`src/rtl/alu_share_arbiter_pkg.sv`:
```
// Shared types and constants for the EX-stage ALU sharing arbiter.
// ALU opcodes mirror the common pipeline defines.
package alu_share_arbiter_pkg;

   localparam int unsigned AluTypeW = 4;

   localparam logic [AluTypeW-1:0] AluAdd = 4'd0;
   localparam logic [AluTypeW-1:0] AluSub = 4'd1;
   localparam logic [AluTypeW-1:0] AluAnd = 4'd2;
   localparam logic [AluTypeW-1:0] AluOr  = 4'd3;
   localparam logic [AluTypeW-1:0] AluXor = 4'd4;

   typedef enum logic [1:0] {
      StIdle,
      StPend,
      StResp
   } arb_state_e;

   // A zero-width counter is not legal, so STARVE_MAX = 0 still gets one bit.
   function automatic int unsigned cnt_width(input int unsigned max_val);
      return (max_val == 0) ? 1 : $clog2(max_val + 1);
   endfunction

endpackage

```
`src/rtl/alu_share_arbiter_starve_counter.sv`:
```
// Saturating starvation counter: counts denied pending cycles up to STARVE_MAX.
module alu_share_arbiter_starve_counter
   import alu_share_arbiter_pkg::*;
#(
   parameter int unsigned STARVE_MAX = 8
) (
   input  logic                                 clk,
   input  logic                                 rstn,
   input  logic                                 inc,
   input  logic                                 clr,
   output logic                                 at_max,
   output logic [cnt_width(STARVE_MAX)-1:0]     cnt
);

   localparam int unsigned CntW = cnt_width(STARVE_MAX);

   logic [CntW-1:0] cnt_q, cnt_d;

   assign at_max = (cnt_q == CntW'(STARVE_MAX));
   assign cnt    = cnt_q;

   always_comb begin
      cnt_d = cnt_q;
      if (clr) begin
         cnt_d = '0;
      end else if (inc && !at_max) begin
         cnt_d = cnt_q + 1'b1;
      end
   end

   always_ff @(posedge clk or negedge rstn) begin
      if (!rstn) begin
         cnt_q <= '0;
      end else begin
         cnt_q <= cnt_d;
      end
   end

endmodule

```
`src/rtl/alu_share_arbiter.sv`:
```
// Shares the EX-stage ALU between the pipeline and a one-entry accelerator port,
// using EX bubbles first and a one-cycle forced stall once the request has starved.
module alu_share_arbiter
   import alu_share_arbiter_pkg::*;
#(
   parameter int unsigned STARVE_MAX = 8,
   parameter int unsigned ALU_TYPE_W = AluTypeW
) (
   input  logic                  clk,
   input  logic                  rstn,
   input  logic                  ex_valid,
   input  logic [ALU_TYPE_W-1:0] ex_alu_type,
   input  logic [31:0]           ex_op1,
   input  logic [31:0]           ex_op2,
   input  logic                  acc_req_valid,
   output logic                  acc_req_ready,
   input  logic [ALU_TYPE_W-1:0] acc_alu_type,
   input  logic [31:0]           acc_op1,
   input  logic [31:0]           acc_op2,
   output logic                  acc_rsp_valid,
   output logic [31:0]           acc_rsp_data,
   input  logic                  acc_rsp_ready,
   output logic [ALU_TYPE_W-1:0] alu_type,
   output logic [31:0]           alu_op1,
   output logic [31:0]           alu_op2,
   input  logic [31:0]           alu_result,
   output logic                  stall_ex,
   output logic                  grant_acc
);

   localparam int unsigned CntW = cnt_width(STARVE_MAX);

   arb_state_e            state_q, state_d;
   logic [ALU_TYPE_W-1:0] buf_type_q;
   logic [31:0]           buf_op1_q, buf_op2_q;
   logic [31:0]           rsp_data_q;
   logic [CntW-1:0]       starve_cnt;
   logic                  at_max;
   logic                  cnt_inc, cnt_clr;
   logic                  req_hs;

   assign req_hs = acc_req_valid && acc_req_ready;

   always_ff @(posedge clk or negedge rstn) begin
      if (!rstn) begin
         state_q <= StIdle;
      end else begin
         state_q <= state_d;
      end
   end

   always_comb begin
      state_d = state_q;
      unique case (state_q)
         StIdle:  if (req_hs) state_d = StPend;
         StPend:  if (grant_acc) state_d = StResp;
         StResp:  if (acc_rsp_ready) state_d = req_hs ? StPend : StIdle;
         default: state_d = StIdle;
      endcase
   end

   always_comb begin
      acc_req_ready = 1'b0;
      acc_rsp_valid = 1'b0;
      grant_acc     = 1'b0;
      stall_ex      = 1'b0;
      unique case (state_q)
         StIdle: acc_req_ready = 1'b1;
         StPend: begin
            grant_acc = !ex_valid || at_max;
            stall_ex  = ex_valid && at_max;
         end
         StResp: begin
            acc_rsp_valid = 1'b1;
            acc_req_ready = acc_rsp_ready;
         end
         default: ;
      endcase
   end

   // Counter only runs while a request is waiting and being denied.
   assign cnt_inc = (state_q == StPend) && ex_valid && !grant_acc;
   assign cnt_clr = (state_q != StPend) || grant_acc;

   alu_share_arbiter_starve_counter #(
      .STARVE_MAX (STARVE_MAX)
   ) u_starve_counter (
      .clk    (clk),
      .rstn   (rstn),
      .inc    (cnt_inc),
      .clr    (cnt_clr),
      .at_max (at_max),
      .cnt    (starve_cnt)
   );

   always_ff @(posedge clk or negedge rstn) begin
      if (!rstn) begin
         buf_type_q <= '0;
         buf_op1_q  <= '0;
         buf_op2_q  <= '0;
         rsp_data_q <= '0;
      end else begin
         if (req_hs) begin
            buf_type_q <= acc_alu_type;
            buf_op1_q  <= acc_op1;
            buf_op2_q  <= acc_op2;
         end
         if (grant_acc) begin
            rsp_data_q <= alu_result;
         end
      end
   end

   assign acc_rsp_data = rsp_data_q;
   assign alu_type     = grant_acc ? buf_type_q : ex_alu_type;
   assign alu_op1      = grant_acc ? buf_op1_q  : ex_op1;
   assign alu_op2      = grant_acc ? buf_op2_q  : ex_op2;

endmodule
```
`config.mk`:
```
export PLATFORM = sky130hd
export DESIGN_NAME = alu_share_arbiter
export DESIGN_NICKNAME = d
export VERILOG_FILES = /design/src/rtl/alu_share_arbiter_pkg.sv /design/src/rtl/alu_share_arbiter_starve_counter.sv /design/src/rtl/alu_share_arbiter.sv
export SDC_FILE = /design/constraint.sdc
export NUM_CORES = 1
export LEC_CHECK = 0
export BUFFER_PORTS_ARGS = -buffer_cell sky130_fd_sc_hd__buf_2
export CAP_MARGIN = 10
export CORE_MARGIN = 2
export CORE_UTILIZATION = 47
export CTS_BUF_LIST = sky130_fd_sc_hd__clkbuf_2
export CTS_CLUSTER_SIZE = 14
export DETAILED_ROUTE_END_ITERATION = 10
export HOLD_SLACK_MARGIN = 0.02
export PLACE_DENSITY_LB_ADDON = 0.1
export SLEW_MARGIN = 25
export SYNTH_ARGS = -nofsm -noshare
export SYNTH_HDL_FRONTEND = slang
export SYNTH_HIERARCHICAL = 1
export SYNTH_SLANG_ARGS = --single-unit
```
`constraint.sdc`:
```
create_clock -name clk -period 2.9 [get_ports clk]
set_input_delay 0.58 -clock clk [delete_from_list [all_inputs] [get_ports clk]]
set_output_delay 0.58 -clock clk [all_outputs]
set_load 0.02 [all_outputs]
```
Word level (Yosys, flattened, before mapping)
Index checks and enable logic that the tools add are counted.
{ "word_totals": {"word_cells": 41, "regBits": 106} }
{ "classes": {"reduce_logical": 13, "eq_ne": 7, "add_sub_neg": 1, "mux": 14} }
{ "ops": {"columns": ["cell", "count"], "rows": [
  ["two-way mux 32 bit", 2],
  ["two-way mux 4 bit", 3],
  ["two-way mux 2 bit", 3],
  ["inequality test 2 bit, second input constant", 3],
  ["case mux 2 bit (3 select lines)", 1],
  ["logical AND 1 bit", 5],
  ["adder 4 x 1 -> 4 bit, second input constant", 1],
  ["== test 4 bit, second input constant", 1],
  ["two-way mux 1 bit", 4],
  ["zero test 1 bit", 3],
  ["AND reduction 3 bit", 1],
  ["== test 2 x 1 -> 1 bit, second input constant", 1],
  ["== test 2 bit, second input constant", 1],
  ["zero test 2 bit", 1],
  ["logical OR 1 bit", 2],
  ["inequality test 2 x 1 -> 1 bit, second input constant", 1],
  ["case mux 1 bit (2 select lines)", 1],
  ["nonzero test 2 bit", 1]
]} }

Logic depth before layout (Yosys ltp)
Gate-level depths: netlist of run 1.
{ "depth": {"ltp_word": 8, "depth_mapped": 10} }

Modules after synthesis
The synthesis of run 1 kept the hierarchy.
{ "by_module_without_submodules": {"columns": ["mod", "area_per_inst_um2", "cells_per_inst", "seq_area_each_um2", "n_inst"], "rows": [
  ["alu_share_arbiter", 5027.3, 302, 2552.4, 1],
  ["alu_share_arbiter_starve_counter", 232.7, 24, 100.1, 1]
]} }

Least setup slack after synthesis of run 1
Ideal clock, no wire load.
{ "synth_path": {"path_type": "register to output", "from": "register u_starve_counter.cnt_q[0], in the netlist u_starve_counter/cnt[0]", "to": "output port alu_op2[23]", "t_arrival_ps": 1726, "slack_ps": 594, "stages_incl_launch_ff": 10, "cell_sequence": "dfrtp_1 inv_1 ha_1 nand2_1 nor2_1 nor2b_1 nand2b_4 buf_6 buf_6 mux2_4"} }
{ "synth_between": {"elab_chain_cells": 4} }
{ "synth_rtl": {"columns": ["element", "line_no", "source"], "rows": [
  ["start, declared", "alu_share_arbiter_starve_counter.sv:17", "logic [CntW-1:0] cnt_q, cnt_d;"],
  ["start signal, assigned", "alu_share_arbiter_starve_counter.sv:35", "cnt_q <= cnt_d;"],
  ["== test 4 bit", "alu_share_arbiter_starve_counter.sv:19", "assign at_max = (cnt_q == CntW'(STARVE_MAX));"],
  ["named net at_max", "alu_share_arbiter.sv:38", "logic at_max;"],
  ["logical OR 1 bit", "alu_share_arbiter.sv:70", "grant_acc = !ex_valid || at_max;"],
  ["two-way mux 1 bit", "alu_share_arbiter.sv:67", "unique case (state_q)"],
  ["two-way mux 32 bit", "alu_share_arbiter.sv:117", "assign alu_op2 = grant_acc ? buf_op2_q : ex_op2;"],
  ["end, declared", "alu_share_arbiter.sv:25", "output logic [31:0] alu_op2,"]
]} }
The timed path passes the listed nets, and every way through them passes these cells.

Worst setup path after layout of run 1
{ "layout_path": {"from": "register u_starve_counter.cnt_q[1], in the netlist u_starve_counter/cnt[1]", "to": "output port alu_op2[28]"} }
Same word-level chain as after synthesis.

==> flow_metrics.py, run 1 <==
metrics = {
    "status": {
        "status": "complete, but fails checks",
        "violations": "negative setup slack",
    },
    "setup_path": {
        "cpPeakStageDelay_ns": 0.45,
        "cp-startpoint": "u_starve_counter/cnt[1]",
        "cp.depth": 10,
        "rr_worst_depth": 20,
        "crit_path_end_kind": "output pin",
        "crit_required_ns": 2.32,
        "startpoint_type": "flop",
        "ff2ff_setup_slack_ns": -0.07,
        "worstPathArrival_ns": 2.45,
        "critPathCapture": "alu_op2[28]",
        "crit_family": "buffers and inverters",
        "path_class": "reg -> out",
        "timing.rr.end": "u_starve_counter/cnt[0]",
        "r2r_start": "u_starve_counter/cnt[1]",
        "crit_buf_inv": 4,
        "crit_fanout": 7,
        "path_cells": "inv_2 -> ha_4 -> nand2_4 -> nor2_4 -> nor2b_2 -> nand2b_4 -> buf_12 -> clkbuf_16 -> mux2_4 -> buf_6",
        "critPathSlowestCell": "dfrtp_1",
    },
    "sta": {
        "rsz0062_at_grt": "yes",
        "worst_slew_pin_slew_ns": 0.501,
        "period_minus_slack_ns": 3.03,
        "final-setup-viol-count": 69,
        "slew_headroom_pct": 66.6,
        "final.setup.worst_slack_ns": -0.127,
        "min_period_over_period_pct": 104,
        "fin_tns_setup_ns": -5.77,
        "hold_viol_final": 0,
        "whs_ns": 0.195,
        "drv_slew": 0,
        "max_freq_mhz": 330,
        "skew_ns": 0.0301,
    },
    "clock_network": {
        "clock_sinks": 106,
        "cts_tree": "done",
        "cts_made_buffers": 9,
        "clkSlewWorstSetupHoldPaths_ns": 0.28,
        "ctsLongestPathBuffers": 2,
        "htreeDepth": 3,
        "clockRootBuffer": "clkbuf_2",
        "insertion_delay_ns": 0.57,
    },
    "synth": {
        "ys_seq_area_share_pct": 50.4,
        "synth_area_leaders": "dfrtp_1, mux2_4, mux2_2",
        "netlist_instances": 326,
        "ys_seq_elements": 106,
        "synth_cell_types": 27,
        "synth_top_area_cell": "dfrtp_1",
        "yosys_warnings": 6,
        "synth_top_area_share_pct": 50.4,
        "synth_nets": 501,
        "synth_common_cells": "dfrtp_1, mux2_2, mux2_4, mux2_1",
        "synth_area_per_cell_um2": 16.1,
        "synth_area_um2": 5260,
        "yosysMostFrequentCell": "dfrtp_1",
        "synth-edff-count": 0,
        "synth_async_sr_flop_share_pct": 100,
        "synth_flop_cell": "dfrtp_1",
    },
    "routing": {
        "firstDrtPassIters": 4,
        "routedWlPerCell_um": 17.4,
        "drt-vias-per-instance": 4.90,
        "routed-via-count": 3846,
        "drtAntennaViolNets": 0,
        "drc": 0,
        "drtIter0Drc": 174,
        "wl_um": 13600,
    },
    "worst_hold_path": {
        "hold_class": "in -> reg",
    },
    "die": {
        "rows": 38,
        "io_pins": 277,
        "fp.dieH_um": 110,
        "fp.dieW_um": 110,
        "core_area_um2": 10900,
        "dieArea_um2": 12100,
        "start_util_pct": 48.3,
    },
    "layout": {
        "finalInstanceArea_um2": 7810,
        "fill_cells": 730,
        "diodes": 0,
        "syn2layout_area_growth_pct": 48.5,
        "drive_gt1_share_pct": 78.6,
        "multi_input_area_um2": 2440,
        "seqCellArea_um2": 2650,
        "finalNetCount": 815,
        "fin_util_pct": 71.7,
    },
    "power_and_ir_drop": {
        "ir_drop_v": 0.000538,
        "power_density_nw_per_um2": 871,
        "leakage_nw": 4.08,
    },
    "global_routing": {
        "antenna_found_initial": 0,
        "grt_max_degree": 70,
        "globalRouteTotalUtil_pct": 21.0,
        "grt_pass1_vias": 3920,
        "grt_pass1_wl_um": 19100,
        "grt-ovfl-total": 0,
    },
    "placement": {
        "routabilityCongestion": 0.802,
        "dp_hpwl_um": 9120,
        "port_buffers": 276,
        "placed_area_um2": 6760,
    },
    "run": {
        "cap_viol_max_count": 0,
    },
}
-- final cells by class --
cell class	instances	area share, %
flip-flops and latches	106	34.0
multi-input cells	198	31.3
repair buffers	321	30.6
well taps	140	2.24
clock inverters	4	0.977
clock buffers	12	0.769
inverters	4	0.192
-- worst min path at each step --
stage / start / slack [ns] / to / depth (start not counted)
5_1_grt: alu_result[27] / 0.16 / acc_rsp_data[27] / 2
3_5_place_dp: rstn / 0.43 / buf_op1_q[9] / 1
2_1_floorplan: rstn / 0.28 / acc_rsp_data[0] / 0
3_3_place_gp: rstn / 0.43 / buf_op1_q[9] / 1
6_report: acc_op1[9] / 0.20 / buf_op1_q[9] / 2
4_1_cts: acc_op1[7] / 0.16 / buf_op1_q[7] / 2
-- sequential cells by signal, indices dropped and copies added, names as in the netlist --
register              count
state_q                   2
buf_type_q                4
buf_op2_q                32
buf_op1_q                32
acc_rsp_data             32
u_starve_counter/cnt      4
-- cells by family (layout without fill, tap and decap cells) --
group	count (synthesis)	after routing	synth area share (%)
simple gates	21	21	2.71
xor+xnor	1	1	0.167
flops	106	106	50.4
fa+ha+maj	2	2	0.476
buf+inv	22	341	3.73
compound gates	4	4	0.476
mux	170	170	42.0
-- timing repair --
| item | CTS | global route |
|---|---|---|
| endpoints found under the setup margin | 69 | 73 |
| buffers inserted | 26 | 3 |
| hold buffers | 1 | 0 |
| pin swaps | 1 | 1 |
| gates cloned | 4 | 2 |
| endpoints found under the hold margin | 10 | 0 |
| gates resized for setup | 77 | 88 |
-- worst register-to-register path, delay by kind of cell, from the launching register on --
kind / cells / cell delay (ns)
flip-flops: 1 / 0.47
multiplexers: 1 / 0.31
AO/OA/AOI/OAI: 1 / 0.15
buffers and inverters: 13 / 1.51
adder cells (fa/ha/maj): 1 / 0.14
AND/OR/NAND/NOR: 4 / 0.33
-- report_power, final --
| part | switching, mW | leakage, nW | internal, mW | total (mW) |
|---|---|---|---|---|
| registers | 0.402 | 1.25 | 2.17 | 2.57 |
| clock network | 0.475 | 0.0824 | 0.297 | 0.772 |
| logic | 1.49 | 2.74 | 1.97 | 3.46 |
| total | 2.37 | 4.08 | 4.43 | 6.80 |
-- metrics by stage --
step / std cells / worst slack [ns] / power, mW
after floorplan: 326 / 0.594 / 4.66
after global placement: 733 / 0.284 / 5.41
after detailed placement: 733 / 0.198 / 5.50
after CTS: 780 / -0.155 / 6.60
after global routing: 785 / -0.246 / 7.19
final: 785 / -0.127 / 6.80
-- layer usage --
| metal | wire, um | track usage, % | up-vias |
|---|---|---|---|
| li1 | - | - | 1798 |
| met1 | 5060 | 24.9 | 1875 |
| met2 | 7550 | 37.9 | 159 |
| met3 | 861 | 3.79 | 14 |
| met4 | 171 | 7.23 | 0 |
| met5 | 0 | 0 | - |
-- placed cells by master (no fill, tap or decap), types with 2 or more instances in the layout --
cell type	synthesis	layout
mux2_1	9	9
mux2_2	81	81
inv_1	4	2
nor2_1	5	4
clkbuf_2	0	12
dfrtp_1	106	106
buf_6	3	69
nand2b_1	3	3
mux2_4	79	79
inv_2	0	2
nand2_1	4	2
buf_4	1	28
buf_12	0	9
bufinv_16	0	2
buf_16	0	4
buf_2	7	207
clkbuf_16	0	2
Note: power is estimated with default switching activity, not from simulation.
==> run 2, diff against run 1 <==
--- a/config.mk
+++ b/config.mk
@@ -15,4 +15,5 @@
 export HOLD_SLACK_MARGIN = 0.02
 export PLACE_DENSITY_LB_ADDON = 0.1
+export RECOVER_POWER = 100
 export SLEW_MARGIN = 25
 export SYNTH_ARGS = -nofsm -noshare
==> constraint.sdc (replaced) <==
create_clock -name clk -period 2.9 [get_ports clk]
set_input_delay 0.145 -clock clk [delete_from_list [all_inputs] [get_ports clk]]
set_output_delay 0.145 -clock clk [all_outputs]
set_load 0.02 [all_outputs]
==> run 2 against run 1 <==
The run ends with max-capacitance violations, max-slew violations left; sequential share of layout area decreased by 0.46 points; critical path depth is 1 lower; total power is 8.1% lower; clock power fell by 13%; design area increased by 1.4%; first-iteration DRC count shrank 32%; hold slack improved by 0.13 ns.
==> flow_metrics.py, run 2 (synthesis gave the netlist of run 1 again) <==
metrics = {
    "power_and_ir_drop": {
        "switchingPower_mw": 2.32,
        "power.share.switching_pct": 37.1,
        "p_clk_share_pct": 10.7,
        "power_mw": 6.25,
        "leakage_nw": 4.04,
        "power_density_nw_per_um2": 790,
        "seqPwrFrac_pct": 41.3,
        "p_comb_share_pct": 48.0,
        "power.internal_mw": 3.93,
        "ir_drop_v": 0.000484,
    },
    "sta": {
        "slew_headroom_pct": -55.2,
        "whs_ns": 0.329,
        "period_minus_slack_ns": 2.70,
        "hold_viol_final": 0,
        "rsz0062_at_grt": "no",
        "skew_ns": 0.0303,
        "final.setup.worst_slack_ns": 0.200,
        "worst_slew_pin_slew_ns": 2.33,
        "min_period_over_period_pct": 93.1,
        "fin_tns_setup_ns": 0,
        "drv_slew": 107,
        "max_freq_mhz": 370,
        "final-setup-viol-count": 0,
    },
    "setup_path": {
        "timing.rr.end": "buf_op1_q[17]",
        "crit_fanout": 8,
        "r2r_start": "state_q[1]",
        "path_cells": "inv_2 -> ha_1 -> nand2_2 -> nor2_1 -> nor2b_2 -> nand2b_4 -> buf_4 -> mux2_4 -> buf_2",
        "cpPeakStageDelay_ns": 0.47,
        "path_class": "reg -> out",
        "worstPathArrival_ns": 2.56,
        "crit_required_ns": 2.76,
        "crit_path_end_kind": "output pin",
        "startpoint_type": "flop",
        "critPathSlowestCell": "dfrtp_1",
        "rr_worst_depth": 4,
        "ff2ff_setup_slack_ns": 0.38,
    },
    "clock_network": {
        "clockRootBuffer": "clkbuf_2",
        "ctsLongestPathBuffers": 2,
        "insertion_delay_ns": 0.55,
        "cts_tree": "done",
        "htreeDepth": 3,
        "clock_sinks": 106,
        "clkSlewWorstSetupHoldPaths_ns": 0.28,
        "cts_made_buffers": 9,
    },
    "global_routing": {
        "met2_usage_pct": 42.0,
        "grt.busiest_layer": "met2",
        "use_met1_pct": 25.3,
        "grt-ovfl-total": 0,
        "globalRouteTotalUtil_pct": 22.4,
        "grtUsageMet3_pct": 4.09,
        "grt_max_degree": 107,
        "grt_pass1_wl_um": 20600,
        "antenna_found_initial": 0,
        "grt_pass1_vias": 4372,
    },
    "routing": {
        "drt-vias-per-instance": 4.85,
        "routed-via-count": 4152,
        "drc": 0,
        "drtAntennaViolNets": 0,
        "routedWlPerCell_um": 16.7,
        "wl_um": 14300,
        "firstDrtPassIters": 4,
        "drtIter0Drc": 119,
    },
    "layout": {
        "syn2layout_area_growth_pct": 50.5,
        "layout_common_cells": "buf_2, dfrtp_1, dlygate4sd3_1",
        "finalInstanceArea_um2": 7920,
        "finalNetCount": 887,
        "drive_gt1_share_pct": 60.2,
        "final_common_cell": "buf_2",
        "diodes": 0,
    },
    "die": {
        "fp.dieW_um": 110,
        "dieArea_um2": 12100,
        "core_area_um2": 10900,
        "start_util_pct": 48.3,
        "fp.dieH_um": 110,
        "io_pins": 277,
        "rows": 38,
    },
    "placement": {
        "place_ws_ns": 0.668,
        "placed_area_um2": 6720,
        "routabilityCongestion": 0.770,
        "port_buffers": 276,
        "dp_hpwl_um": 8760,
    },
    "worst_hold_path": {
        "hold_start": "alu_result[1]",
        "hold_class": "in -> reg",
        "hold_depth": 3,
        "worst_hold_path.endpoint": "acc_rsp_data[1]",
    },
    "status": {
        "violations": "max-capacitance violations, max-slew violations",
        "status": "complete, but fails checks",
    },
    "run": {
        "cap_viol_max_count": 1,
    },
}
## run 2: worst max path at each step
stage               cells after the start                     from  slack, ns     endpoint
global placement                        9  u_starve_counter/cnt[0]       0.75  alu_op1[23]
global route                            9  u_starve_counter/cnt[0]       0.02  alu_op1[29]
floorplan                               9  u_starve_counter/cnt[0]       1.03  alu_op2[23]
CTS                                     9  u_starve_counter/cnt[0]       0.09  alu_op1[31]
detailed placement                      9  u_starve_counter/cnt[0]       0.67  alu_op1[21]
finish                                  9  u_starve_counter/cnt[0]       0.20  alu_op1[28]
## run 2: final cells by class
type,count,area [um2]
fill,778,2970
sequential,106,2650
timing repair buffer,393,2570
multi-input combinational,198,2400
tap,140,175
clock inverter,6,58.8
clock buffer,9,45.0
inverter,4,15.0
## run 2: worst max-delay path: cells and delay by family, from the launching register on
| kind | cells | cell delay, ns |
|---|---|---|
| buffers and inverters | 3 | 0.47 |
| and+or+nand+nor | 4 | 0.56 |
| muxes | 1 | 0.31 |
| DFF | 1 | 0.47 |
| adders and majority gates | 1 | 0.20 |
## run 2: timing repair
| item | in CTS | in global routing |
|---|---|---|
| resized for setup | 1 | 4 |
| pin swaps | 0 | 0 |
| gates cloned | 1 | 5 |
| buffers inserted | 0 | 1 |
| hold buffers | 105 | 1 |
| endpoints found under the setup margin | 31 | 68 |
| hold endpoints to repair | 208 | 1 |
## run 2: layer usage
| layer | wire length, um | vias to the layer above |
|---|---|---|
| met1 | 5470 | 2046 |
| met2 | 7790 | 157 |
| met4 | 178 | 0 |
| met5 | 0 | - |
| met3 | 839 | 14 |
| li1 | - | 1935 |
## run 2: power by group through the flow
stage,clock network [mW],logic (mW),registers (mW)
2_1_floorplan,0,1.88,2.77
4_1_cts,0.684,3.02,2.57
5_1_grt,0.759,3.22,2.67
3_3_place_gp,0,2.79,2.59
6_report,0.670,3.00,2.58
3_5_place_dp,0,2.86,2.61
## run 2: stage by stage
stage / utilization (%) / cells
finish: 72.7 / 856
global placement: 61.7 / 728
floorplan: - / 326
global route: 72.7 / 856
CTS: 72.7 / 849
detailed placement: 61.7 / 728
